===== src/rtl/gray_pkg.sv =====
// Shared constants and helpers for the Gray-code synchronizer/decoder path.
package gray_pkg;

    localparam int unsigned DEFAULT_SIZE        = 4;
    localparam int unsigned DEFAULT_SYNC_STAGES = 2;
    localparam int unsigned MAX_W               = 32;
    localparam int unsigned POP_W               = $clog2(MAX_W + 1);

    // Words narrower than MAX_W are zero-extended; leading zeros decode to zeros.
    function automatic logic [MAX_W-1:0] gray_to_bin(input logic [MAX_W-1:0] g);
        logic [MAX_W-1:0] b;
        b[MAX_W-1] = g[MAX_W-1];
        for (int i = MAX_W - 2; i >= 0; i--) begin
            b[i] = b[i+1] ^ g[i];
        end
        return b;
    endfunction

    function automatic logic [POP_W-1:0] popcount(input logic [MAX_W-1:0] v);
        logic [POP_W-1:0] cnt;
        cnt = '0;
        for (int i = 0; i < MAX_W; i++) begin
            cnt = cnt + POP_W'(v[i]);
        end
        return cnt;
    endfunction

endpackage


===== src/rtl/gray_binary.sv =====
// Combinational Gray-to-binary decoder, inverse of the upstream binary-to-Gray encoder.
module gray_binary
    import gray_pkg::*;
#(
    parameter int unsigned SIZE = DEFAULT_SIZE
) (
    input  logic [SIZE-1:0] gray,
    output logic [SIZE-1:0] bin_c
);

    assign bin_c = SIZE'(gray_to_bin(MAX_W'(gray)));

endmodule


===== src/rtl/gray_sync_decoder.sv =====
// Synchronizes a Gray count from a foreign clock domain, decodes it to binary and
// classifies each observed change as a single up/down step or a multi-bit corruption.
module gray_sync_decoder
    import gray_pkg::*;
#(
    parameter int unsigned SIZE        = DEFAULT_SIZE,
    parameter int unsigned SYNC_STAGES = DEFAULT_SYNC_STAGES
) (
    input  logic            clk,
    input  logic            rst,
    input  logic [SIZE-1:0] gray_in,
    input  logic            err_clr,
    output logic [SIZE-1:0] bin_out,
    output logic            valid,
    output logic            step,
    output logic            dir,
    output logic            err,
    output logic            err_sticky
);

    localparam int unsigned FILL_W = $clog2(SYNC_STAGES + 1);

    (* ASYNC_REG = "TRUE" *) logic [SIZE-1:0] sync_q [SYNC_STAGES];

    logic [SIZE-1:0]   gray_s;
    logic [SIZE-1:0]   gray_q;
    logic [SIZE-1:0]   bin_s_c;
    logic [FILL_W-1:0] fill_q;
    logic [POP_W-1:0]  diff_c;
    logic              one_step_c;
    logic              multi_c;
    logic              up_c;

    // Plain flop chain, nothing between stages.
    always_ff @(posedge clk or posedge rst) begin
        if (rst) begin
            for (int i = 0; i < SYNC_STAGES; i++) begin
                sync_q[i] <= '0;
            end
        end else begin
            sync_q[0] <= gray_in;
            for (int i = 1; i < SYNC_STAGES; i++) begin
                sync_q[i] <= sync_q[i-1];
            end
        end
    end

    assign gray_s = sync_q[SYNC_STAGES-1];

    gray_binary #(.SIZE(SIZE)) u_gray_binary (
        .gray  (gray_s),
        .bin_c (bin_s_c)
    );

    // Change classification against the previously accepted sample.
    always_comb begin
        diff_c     = '0;
        one_step_c = 1'b0;
        multi_c    = 1'b0;
        up_c       = 1'b0;
        diff_c     = popcount(MAX_W'(gray_s ^ gray_q));
        one_step_c = valid && (diff_c == POP_W'(1));
        multi_c    = valid && (diff_c > POP_W'(1));
        up_c       = (bin_s_c == (bin_out + SIZE'(1)));
    end

    always_ff @(posedge clk or posedge rst) begin
        if (rst) begin
            fill_q     <= '0;
            gray_q     <= '0;
            bin_out    <= '0;
            valid      <= 1'b0;
            step       <= 1'b0;
            dir        <= 1'b0;
            err        <= 1'b0;
            err_sticky <= 1'b0;
        end else begin
            step <= one_step_c;
            err  <= multi_c;
            if (one_step_c) begin
                dir <= up_c;
            end
            // Fill waits until the chain holds a real sample before accepting it.
            if (!valid) begin
                if (fill_q != FILL_W'(SYNC_STAGES)) begin
                    fill_q <= fill_q + FILL_W'(1);
                end else begin
                    gray_q  <= gray_s;
                    bin_out <= bin_s_c;
                    valid   <= 1'b1;
                end
            end else begin
                gray_q  <= gray_s;
                bin_out <= bin_s_c;
            end
            if (multi_c) begin
                err_sticky <= 1'b1;
            end else if (err_clr) begin
                err_sticky <= 1'b0;
            end
        end
    end

endmodule

===== config.mk =====
export PLATFORM = sky130hd
export DESIGN_NAME = gray_sync_decoder
export DESIGN_NICKNAME = d
export VERILOG_FILES = /design/src/rtl/gray_pkg.sv /design/src/rtl/gray_binary.sv /design/src/rtl/gray_sync_decoder.sv
export SDC_FILE = /design/constraint.sdc
export NUM_CORES = 1
export LEC_CHECK = 0
export CORE_MARGIN = 2
export CORE_UTILIZATION = 45
export CTS_CLUSTER_DIAMETER = 150
export DETAILED_ROUTE_END_ITERATION = 16
export DONT_BUFFER_PORTS = 1
export GPL_TIMING_DRIVEN = 0
export PLACE_DENSITY_LB_ADDON = 0.08
export SLEW_MARGIN = 20
export SYNTH_ARGS = -nofsm -noshare
export SYNTH_HDL_FRONTEND = slang
export SYNTH_SLANG_ARGS = --single-unit

===== constraint.sdc =====
create_clock -name clk -period 2.9 [get_ports clk]
set_input_delay 0.58 -clock clk [delete_from_list [all_inputs] [get_ports clk]]
set_output_delay 0.58 -clock clk [all_outputs]
set_load 0.02 [all_outputs]

==> results.cfg, run 1 <==
[yosys]
muxShareOfSynthArea = 0.07020
syn_area_per_cell_um2 = 13.31
synth_top_family_by_area = XOR/XNOR gates
synth-simple-area-share = 0.05166
synth_compound_area_frac = 0.04106
synthesis.instances = 71
synth_cell_types = 19
yosys.area_share.adder = 0.08742
ys_ff_latch = 22
synth_area_um2 = 944.7
synth_seq_area_share = 0.5828
yosys.area_share.xor_xnor = 0.1272
synth_nets = 84
yosysWarnings = 0

[worst_setup_path]
crit_chain = xnor2_1 -> fa_1 -> inv_1 -> ha_1 -> inv_1 -> ha_1 -> nor2_1 -> nand3_1 -> o41ai_2
required_ns = 3.10
worst_setup_path_start_kind = register
r2r_end = dir
cp_data_arrival_time_ns = 2.66
crit_fanout = 3
crit_type = register to register
setup.worst_path.end_class = register
crit_path_end = dir
r2r_slack_ns = 0.45
worstReg2RegStart = gray_s[3]
critPathMaxStageDelay_ns = 0.48
r2r_cells = 9
crit_slowest_cell = fa_1
setup.worst_path.start = gray_s[3]

[clock_network]
post-cts-setup-buffers = 0
cts_tree = built
root_buffer = clkbuf_4
cts-htree-levels = 1
ctsLongestPathBuffers = 2
cts_resized = 0
cts_sinks = 22
cts_hold_buffers = 0
clock_latency_ns = 0.29
clkTransAtPathRegs_ns = 0.11
cts_buffers = 3

[layout]
synthToLayoutAreaGrowth_pct = 7.417
drive_gt1_frac = 0.1733
final_common_cell = dfrtp_1
nNetsFinal = 89
antennaDiodeCount = 0
final_cell_mix = dfrtp_1 (22), inv_1 (8), xnor2_1 (7)
final_util = 0.5172

[routing]
vias = 483
drt-pass1-iter-count = 2
ant_nets = 0
wirelength_um = 1165
via_per_inst = 4.735
wl_per_cell_um = 11.42
dr.first_iter.drc_count = 7
drc = 0

[pwr]
p_leak_nw = 0.4588
total_power_w = 0.0006542
power_density_nw_per_um2 = 644.7
ir_drop_uv = 341.9

[floorplanning]
core-area_um2 = 1962
num_io_pins = 16
initial_core_util = 0.4815
die_width_um = 49.82
rows = 16
die_y_um = 49.82
die-area_um2 = 2482

[timing]
fin_skew_ns = 0.002018
finalSetupTns_ns = 0
rsz0062_at_grt = false
fin_crit_ns = 2.454
max_slew.worst_pin.slew_ns = 0.7969
finalSetupViolCount = 0
setup_ws_ns = 0.4460
clock.fmax_mhz = 407.5
hold_violations = 0
maxSlewHeadroom = 0.4681
fin_crit_sh = 0.8462
final-max-slew-violation-count = 0

[hold_path]
hold_class = input port to register

[status]
status = complete, no violations

[place]
place_hpwl_um = 889.5
routabilityCongestion = 0.6928
pre_cts_ws_ns = 0.4292
port_buffers = 0

[global_routing]
grt_usage = 0.1183
grt_pass1_wl_um = 2166
grt_max_degree = 23
antenna_found_initial = 0
gr-total-overflow = 0
grt_pass1_vias = 511

[flow_run]
drv_cap = 0
-- metal layers --
layer	share of wire	global-route usage
met5	0	0
met4	0	0.04167
met3	0.045	0.03939
met2	0.48	0.1911
met1	0.47	0.1480
-- where the power goes --
group          total [W]  leakage (nW)  switching (W)  internal [W]
registers       0.000387         0.254      0.0000501      0.000336
clock network   0.000161        0.0210      0.0000850     0.0000765
logic           0.000106         0.184      0.0000547     0.0000515
-- final cells by class --
class | count | area [um2]
Buffer | 1 | 7.507
Multi-Input combinational cell | 40 | 356.6
Inverter | 8 | 30.03
Tap cell | 27 | 33.78
Clock buffer | 4 | 36.28
Sequential cell | 22 | 550.5
Fill cell | 188 | 947.2
-- registers in the layout, summed over array words and instances (netlist names) --
name	count
err	1
step	1
valid	1
gray_q	3
dir	1
bin_out	4
gray_s	4
err_sticky	1
sync_q	4
fill_q	2
-- metrics by stage --
stage                     cells  hold slack (ns)  instance area [um2]
after detailed placement     98           0.3362                978.4
after global routing        102           0.2623                 1015
after floorplan              71           0.3312                944.7
after global placement       98           0.3345                978.4
final                       102           0.2969                 1015
after CTS                   102           0.2748                 1015
-- how the worst min path moves through the flow --
| stage | end | slack (ns) | cells after the start | startpoint |
|---|---|---|---|---|
| after global placement | gray_s[0] | 0.33 | 0 | sync_q[4] |
| after detailed placement | gray_s[0] | 0.34 | 0 | sync_q[4] |
| after global routing | sync_q[4] | 0.26 | 0 | gray_in[0] |
| after floorplan | gray_s[0] | 0.33 | 0 | sync_q[4] |
| after CTS | sync_q[4] | 0.27 | 0 | gray_in[0] |
| final | sync_q[4] | 0.30 | 0 | gray_in[0] |
-- cells by family after synthesis --
kind of cell,count (synthesis)
AOI/OAI and AO/OA,5
xor gates and xnor gates,12
adders and majority gates,6
buffers and inverters,9
DFF,22
muxes,6
and+or+nand+nor,11
-- critical path, delay by kind of cell, from the launching register on --
family / cells / cell delay [ns]
flops: 1 / 0.44
fa+ha+maj: 3 / 0.90
compound gates: 1 / 0.35
buf+inv: 2 / 0.12
simple gates: 2 / 0.23
xor+xnor: 1 / 0.33
-- synth_stat cells --
cell type,count,share of area
o41ai_2,1,0.017
nor2_1,5,0.020
nand3_1,2,0.011
ha_1,5,0.066
a21o_1,1,0.0079
a21oi_1,2,0.011
mux2i_1,1,0.011
mux2_2,5,0.060
fa_1,1,0.021
xnor2_2,2,0.034
xnor2_1,7,0.065
o21ai_0,1,0.0053
nor2b_1,1,0.0066
inv_1,8,0.032
buf_4,1,0.0079
dfrtp_1,22,0.58
xor2_1,3,0.028
and2_1,1,0.0066
nand2_1,2,0.0079
(Power assumes the default switching activity.)
==> run 2, diff against run 1 <==
- clock period: 2.9 -> 2.5 ns (I/O delays scaled with it)
==> run 2 against run 1 <==
Design area is 3.2% higher; count of clock-buffer cells in the layout stayed put; critical path depth stayed put; largest power group unchanged; die area stayed put; register-to-register slack worse by 0.28 ns; via count is 2.3% higher; largest cell class unchanged; sequential share of layout area is 1.4 points lower; clock power is 18% higher.
==> results.cfg, run 2 (synthesized netlist as in run 1, its figures left out) <==
[timing]
maxSlewHeadroom = 0.4697
finalSetupTns_ns = 0
fin_crit_sh = 0.9320
rsz0062_at_grt = false
finalSetupViolCount = 0
max_slew.worst_pin.slew_ns = 0.7946
fin_crit_ns = 2.330
fin_skew_ns = 0.004178
final-max-slew-violation-count = 0
hold_violations = 0
clock.fmax_mhz = 429.2

[worst_setup_path]
worst_setup_path_start_kind = register
crit_slowest_cell = dfrtp_2
crit_chain = xnor2_2 -> fa_1 -> inv_1 -> ha_1 -> inv_1 -> ha_1 -> nor2_1 -> nand3_1 -> o41ai_2
critPathMaxStageDelay_ns = 0.47
crit_fanout = 3
r2r_slack_ns = 0.17
cp_data_arrival_time_ns = 2.54
setup.worst_path.end_class = register
required_ns = 2.71
crit_type = register to register

[routing]
via_per_inst = 4.750
top_layer = met3
m1WireLength_um = 554
dr.first_iter.drc_count = 2
wl_met3_um = 52
dr_wl_met2_um = 572
vias = 494
wirelength_um = 1179
wl_per_cell_um = 11.34
drt-pass1-iter-count = 2
drc = 0
ant_nets = 0

[floorplanning]
die_width_um = 49.82
rows = 16
initial_core_util = 0.4815
num_io_pins = 16
core-area_um2 = 1962
die_y_um = 49.82
die-area_um2 = 2482

[global_routing]
grt_pass1_vias = 518
grt_max_degree = 23
antenna_found_initial = 0
grt_usage = 0.1184
gr-total-overflow = 0
grt_pass1_wl_um = 2180

[flow_run]
drv_cap = 0

[place]
place_hpwl_um = 889.5
routabilityCongestion = 0.6928
port_buffers = 0

[pwr]
power_density_nw_per_um2 = 734.4
total_power_w = 0.0007691
p_leak_nw = 0.4777
ir_drop_uv = 399.8

[clock_network]
cts_tree = built
root_buffer = clkbuf_4
cts-htree-levels = 1
ctsLongestPathBuffers = 2
cts_sinks = 22
clock_latency_ns = 0.30
clkTransAtPathRegs_ns = 0.12
cts_buffers = 3

[layout]
final_cell_mix = dfrtp_1 (20), inv_1 (8)
final_common_cell = dfrtp_1
fillers = 187
drive_gt1_frac = 0.2468
antennaDiodeCount = 0
synthToLayoutAreaGrowth_pct = 10.86
nNetsFinal = 91

[hold_path]
hold_class = input port to register

[status]
status = complete, no violations
run 2: per-layer routing:
layer / vias up / GRT usage
met1: 242 / 0.1463
met3: 0 / 0.03939
met2: 12 / 0.1933
met4: 0 / 0.04167
li1: 240 / -
met5: - / 0
run 2: final timing paths:
kind,from,end,cells after the start
min in group asynchronous,rst,gray_q[2],1
hold / removal,gray_in[2],sync_q[6],0
hold reg to reg,sync_q[4],gray_s[0],0
setup reg to reg,gray_s[3],dir,9
max in group asynchronous,rst,gray_s[0],1
setup / recovery,gray_s[3],dir,9
run 2: critical path: cells and delay by family (launching register included):
family                   cells  cell delay [ns]
AO/OA/AOI/OAI                1             0.35
XOR/XNOR                     1             0.22
adder cells (fa/ha/maj)      3             0.86
buffers and inverters        2             0.12
flip-flops                   1             0.47
AND/OR/NAND/NOR              2             0.23
run 2: cell type report:
class | instances | area, um2 | area share
Tap cell | 27 | 33.78 | 0.03226
Buffer | 1 | 7.507 | 0.007168
Timing Repair Buffer | 2 | 15.01 | 0.01434
Multi-Input combinational cell | 40 | 371.6 | 0.3548
Inverter | 8 | 30.03 | 0.02867
Clock buffer | 4 | 36.28 | 0.03465
Sequential cell | 22 | 553.0 | 0.5281
run 2: where the power goes:
| group | total, W | internal [W] | leakage [nW] | switching, W |
|---|---|---|---|---|
| logic | 0.000129 | 0.0000647 | 0.205 | 0.0000644 |
| clock network | 0.000190 | 0.0000888 | 0.0210 | 0.000102 |
| registers | 0.000450 | 0.000391 | 0.252 | 0.0000589 |
| total | 0.000769 | 0.000544 | 0.478 | 0.000225 |
run 2: what timing repair did:
action	CTS	global route
endpoints found under the setup margin	1	1
gates resized for setup	1	3
setup buffers	0	2
hold endpoints to repair	0	0
pin swaps	0	1
hold buffers	0	0
run 2: stage by stage:
stage               utilization  instances  area (um2)  hold slack (ns)  setup WS (ns)
floorplan                     -         71       944.7           0.3312         0.2606
global placement         0.4987         98       978.4           0.3345        0.06596
detailed placement       0.4987         98       978.4           0.3362        0.02923
CTS                      0.5210        102        1022           0.1948        0.09953
global route             0.5338        104        1047           0.1823       0.004027
finish                   0.5338        104        1047           0.2127         0.1701
==> patch, RTL diff (config.mk and constraints of run 2) <==
Remove the register `step`: a continuous assignment takes its place, so the output `step` follows one clock earlier.
--- a/src/rtl/gray_sync_decoder.sv
+++ b/src/rtl/gray_sync_decoder.sv
@@ -71,10 +71,8 @@
             bin_out    <= '0;
             valid      <= 1'b0;
-            step       <= 1'b0;
             dir        <= 1'b0;
             err        <= 1'b0;
             err_sticky <= 1'b0;
         end else begin
-            step <= one_step_c;
             err  <= multi_c;
             if (one_step_c) begin
@@ -102,3 +100,5 @@
     end
 
+    assign step = one_step_c;
+
 endmodule
Check against the original RTL: not equivalent (a bounded check fails within 4 cycles, from zero or initial values and one cycle with rst high).
==> patch against run 2 <==
  * Worst setup slack got worse by 0.41 ns
  * Wire length grew 11%
  * Largest power group unchanged
  * Cell area rose by 4.7%
  * Global-route usage is 1.6 points higher
  * Synthesized area down 2.6%
  * Sequential cell count down 1
  * Highest routed layer is now met4
  * Power rose by 0.44%
  * The run now ends with setup timing left
  * Combinational power rose by 53%
==> patch: results (changes against run 2) <==
Outcome
  • Status: finished, violations left (was finished, final reports clean)
  • Failing checks: setup timing

Logic synthesis
  • Compound-Gate Fraction of Synth Area: 4.218% (was 4.106%)
  • Most frequent cells after synthesis: dfrtp_1 (21), inv_1 (8), xnor2_1 (7) (was dfrtp_1 (22), inv_1 (8), xnor2_1 (7))
  • Xor/xnor share of the synthesized area: 13.06% (was 12.72%)
  • Syn nets: 83 (was 84)
  • Sequential share of the synthesized area: 57.14% (was 58.28%)
  • Mux share of post-synthesis cell area: 7.211% (was 7.020%)
  • Top cells by area, synth: dfrtp_1 (57%), ha_1 (6.8%), xnor2_1 (6.7%), mux2_2 (6.1%), xnor2_2 (3.5%) (was dfrtp_1 (58%), ha_1 (6.6%), xnor2_1 (6.5%), mux2_2 (6.0%), xnor2_2 (3.4%))
  • Adder-cell share of the synthesized area: 8.980% (was 8.742%)

Layout
  • Final nets: 94 (was 91)
  • Layout cells sized above 1: 37.50% (was 24.68%)
  • Filler cells: 171 (was 187)

Global route
  • Largest net degree at the start of global routing: 22 (was 23)
  • First-pass GRT wire length: 2380 um (was 2180 um)
  • All-Layer GR Usage: 13.43% (was 11.84%)
  • Number of global-route vias before repair: 536 (was 518)
  • Initial antenna violation count: 0 (unchanged)

Drt
  • Vias/cell: 4.645 (was 4.750)
  • Routed len/inst: 12.20 um (was 11.34 um)
  • TritonRoute pass-1 iters: 2 (unchanged)
  • Detailed Route Iter0 Violations: 5 (was 2)

Setup path
  • Crit path max fanout: 2 (was 3)
  • Arr. time, crit path: 2.24 ns (was 2.54 ns)

Clock network
  • TritonCTS buffer count: 3 (unchanged)
  • Root Driver: clkbuf_4 (unchanged)

Timing
  • Setup violators final: 1 (was 0)
  • Worst setup margin: -0.2423 ns (was 0.1701 ns)
  • Clk_skew: 0.001879 ns (was 0.004178 ns)
  • Slew headroom: 48.02% (was 46.97%)

Power
  • VDD IR max: 359.3 uV (was 399.8 uV)
  • Leak: 0.0004841 uW (was 0.0004777 uW)

Place
  • Post-DP HPWL: 896.5 um (was 889.5 um)
  • Final RePlAce weighted congestion: 0.7012 (was 0.6928)

Worst hold path
  • Hold WC Path Type: in2async (was in2reg)
-- patch: cell families (layout without fill, tap and decap cells) --
kind of cell / count (synthesis) / in the layout
xor gates and xnor gates: 12 / 12
buffers and inverters: 9 / 19
muxes: 6 / 6
AOI/OAI and AO/OA: 5 / 5
and+or+nand+nor: 11 / 11
adders and majority gates: 6 / 6
DFF: 21 / 21
-- patch: final timing paths --
check                                 from         to  slack (ns)  cells after the start
worst max-delay path             gray_s[3]       step       -0.24                      9
worst min-delay path                   rst  fill_q[1]        0.22                      1
worst max register to register   gray_s[3]        dir        0.22                     10
worst min register to register   sync_q[4]  gray_s[0]        0.36                      0
max in group asynchronous              rst  gray_s[1]        1.75                      1
min in group clk                gray_in[2]  sync_q[6]        0.22                      0
-- patch: final cells by class --
class	instances	area, um2	share of cell area (%)
Multi-Input combinational cell	40	419.2	38.24
Buffer	1	7.507	0.6849
Timing Repair Buffer	6	48.80	4.452
Clock buffer	4	26.28	2.397
Tap cell	27	33.78	3.082
Sequential cell	21	528.0	48.17
Inverter	8	32.53	2.968
-- patch: report_power, final --
group          switching, uW  internal (uW)  leakage (uW)  total, uW
registers               48.2            369      0.000239        417
logic                   98.2           98.9      0.000230        197
clock network           96.5           62.1     0.0000150        159
total                    243            530      0.000484        772
-- patch: worst max-delay path: stages, from the launching register on --
cell	delay (ns)
dfrtp_1	0.42
xnor2_2	0.24
fa_1	0.44
inv_1	0.07
ha_2	0.19
inv_2	0.05
ha_4	0.24
nor2_4	0.08
nand3_2	0.11
inv_4	0.11
-- patch: metrics by stage --
stage	instance area [um2]	setup slack, ns	hold slack [ns]	cells	TNS, ns
CTS	1094	-0.2516	0.2003	107	-0.2516
detailed placement	953.4	-0.1960	0.3347	97	-0.1960
finish	1096	-0.2423	0.2175	107	-0.2423
global route	1096	-0.3675	0.1909	107	-0.3675
global placement	953.4	-0.1801	0.3354	97	-0.1801
floorplan	919.6	0.01301	0.3312	70	0
-- patch: repair_timing --
action / 4_1_cts / 5_1_grt
buffers inserted: 6 / 0
endpoints found under the setup margin: 1 / 2
pin swaps: 6 / 1
gates resized for setup: 15 / 1
-- patch: metal layers --
layer | track usage, % | vias to the layer above | part of all wire (%)
li1 | - | 246 | -
met5 | 0 | - | 0
met4 | 5.714 | 0 | 1.8
met1 | 17.96 | 233 | 46
met3 | 4.294 | 4 | 5.4
met2 | 20.05 | 14 | 47
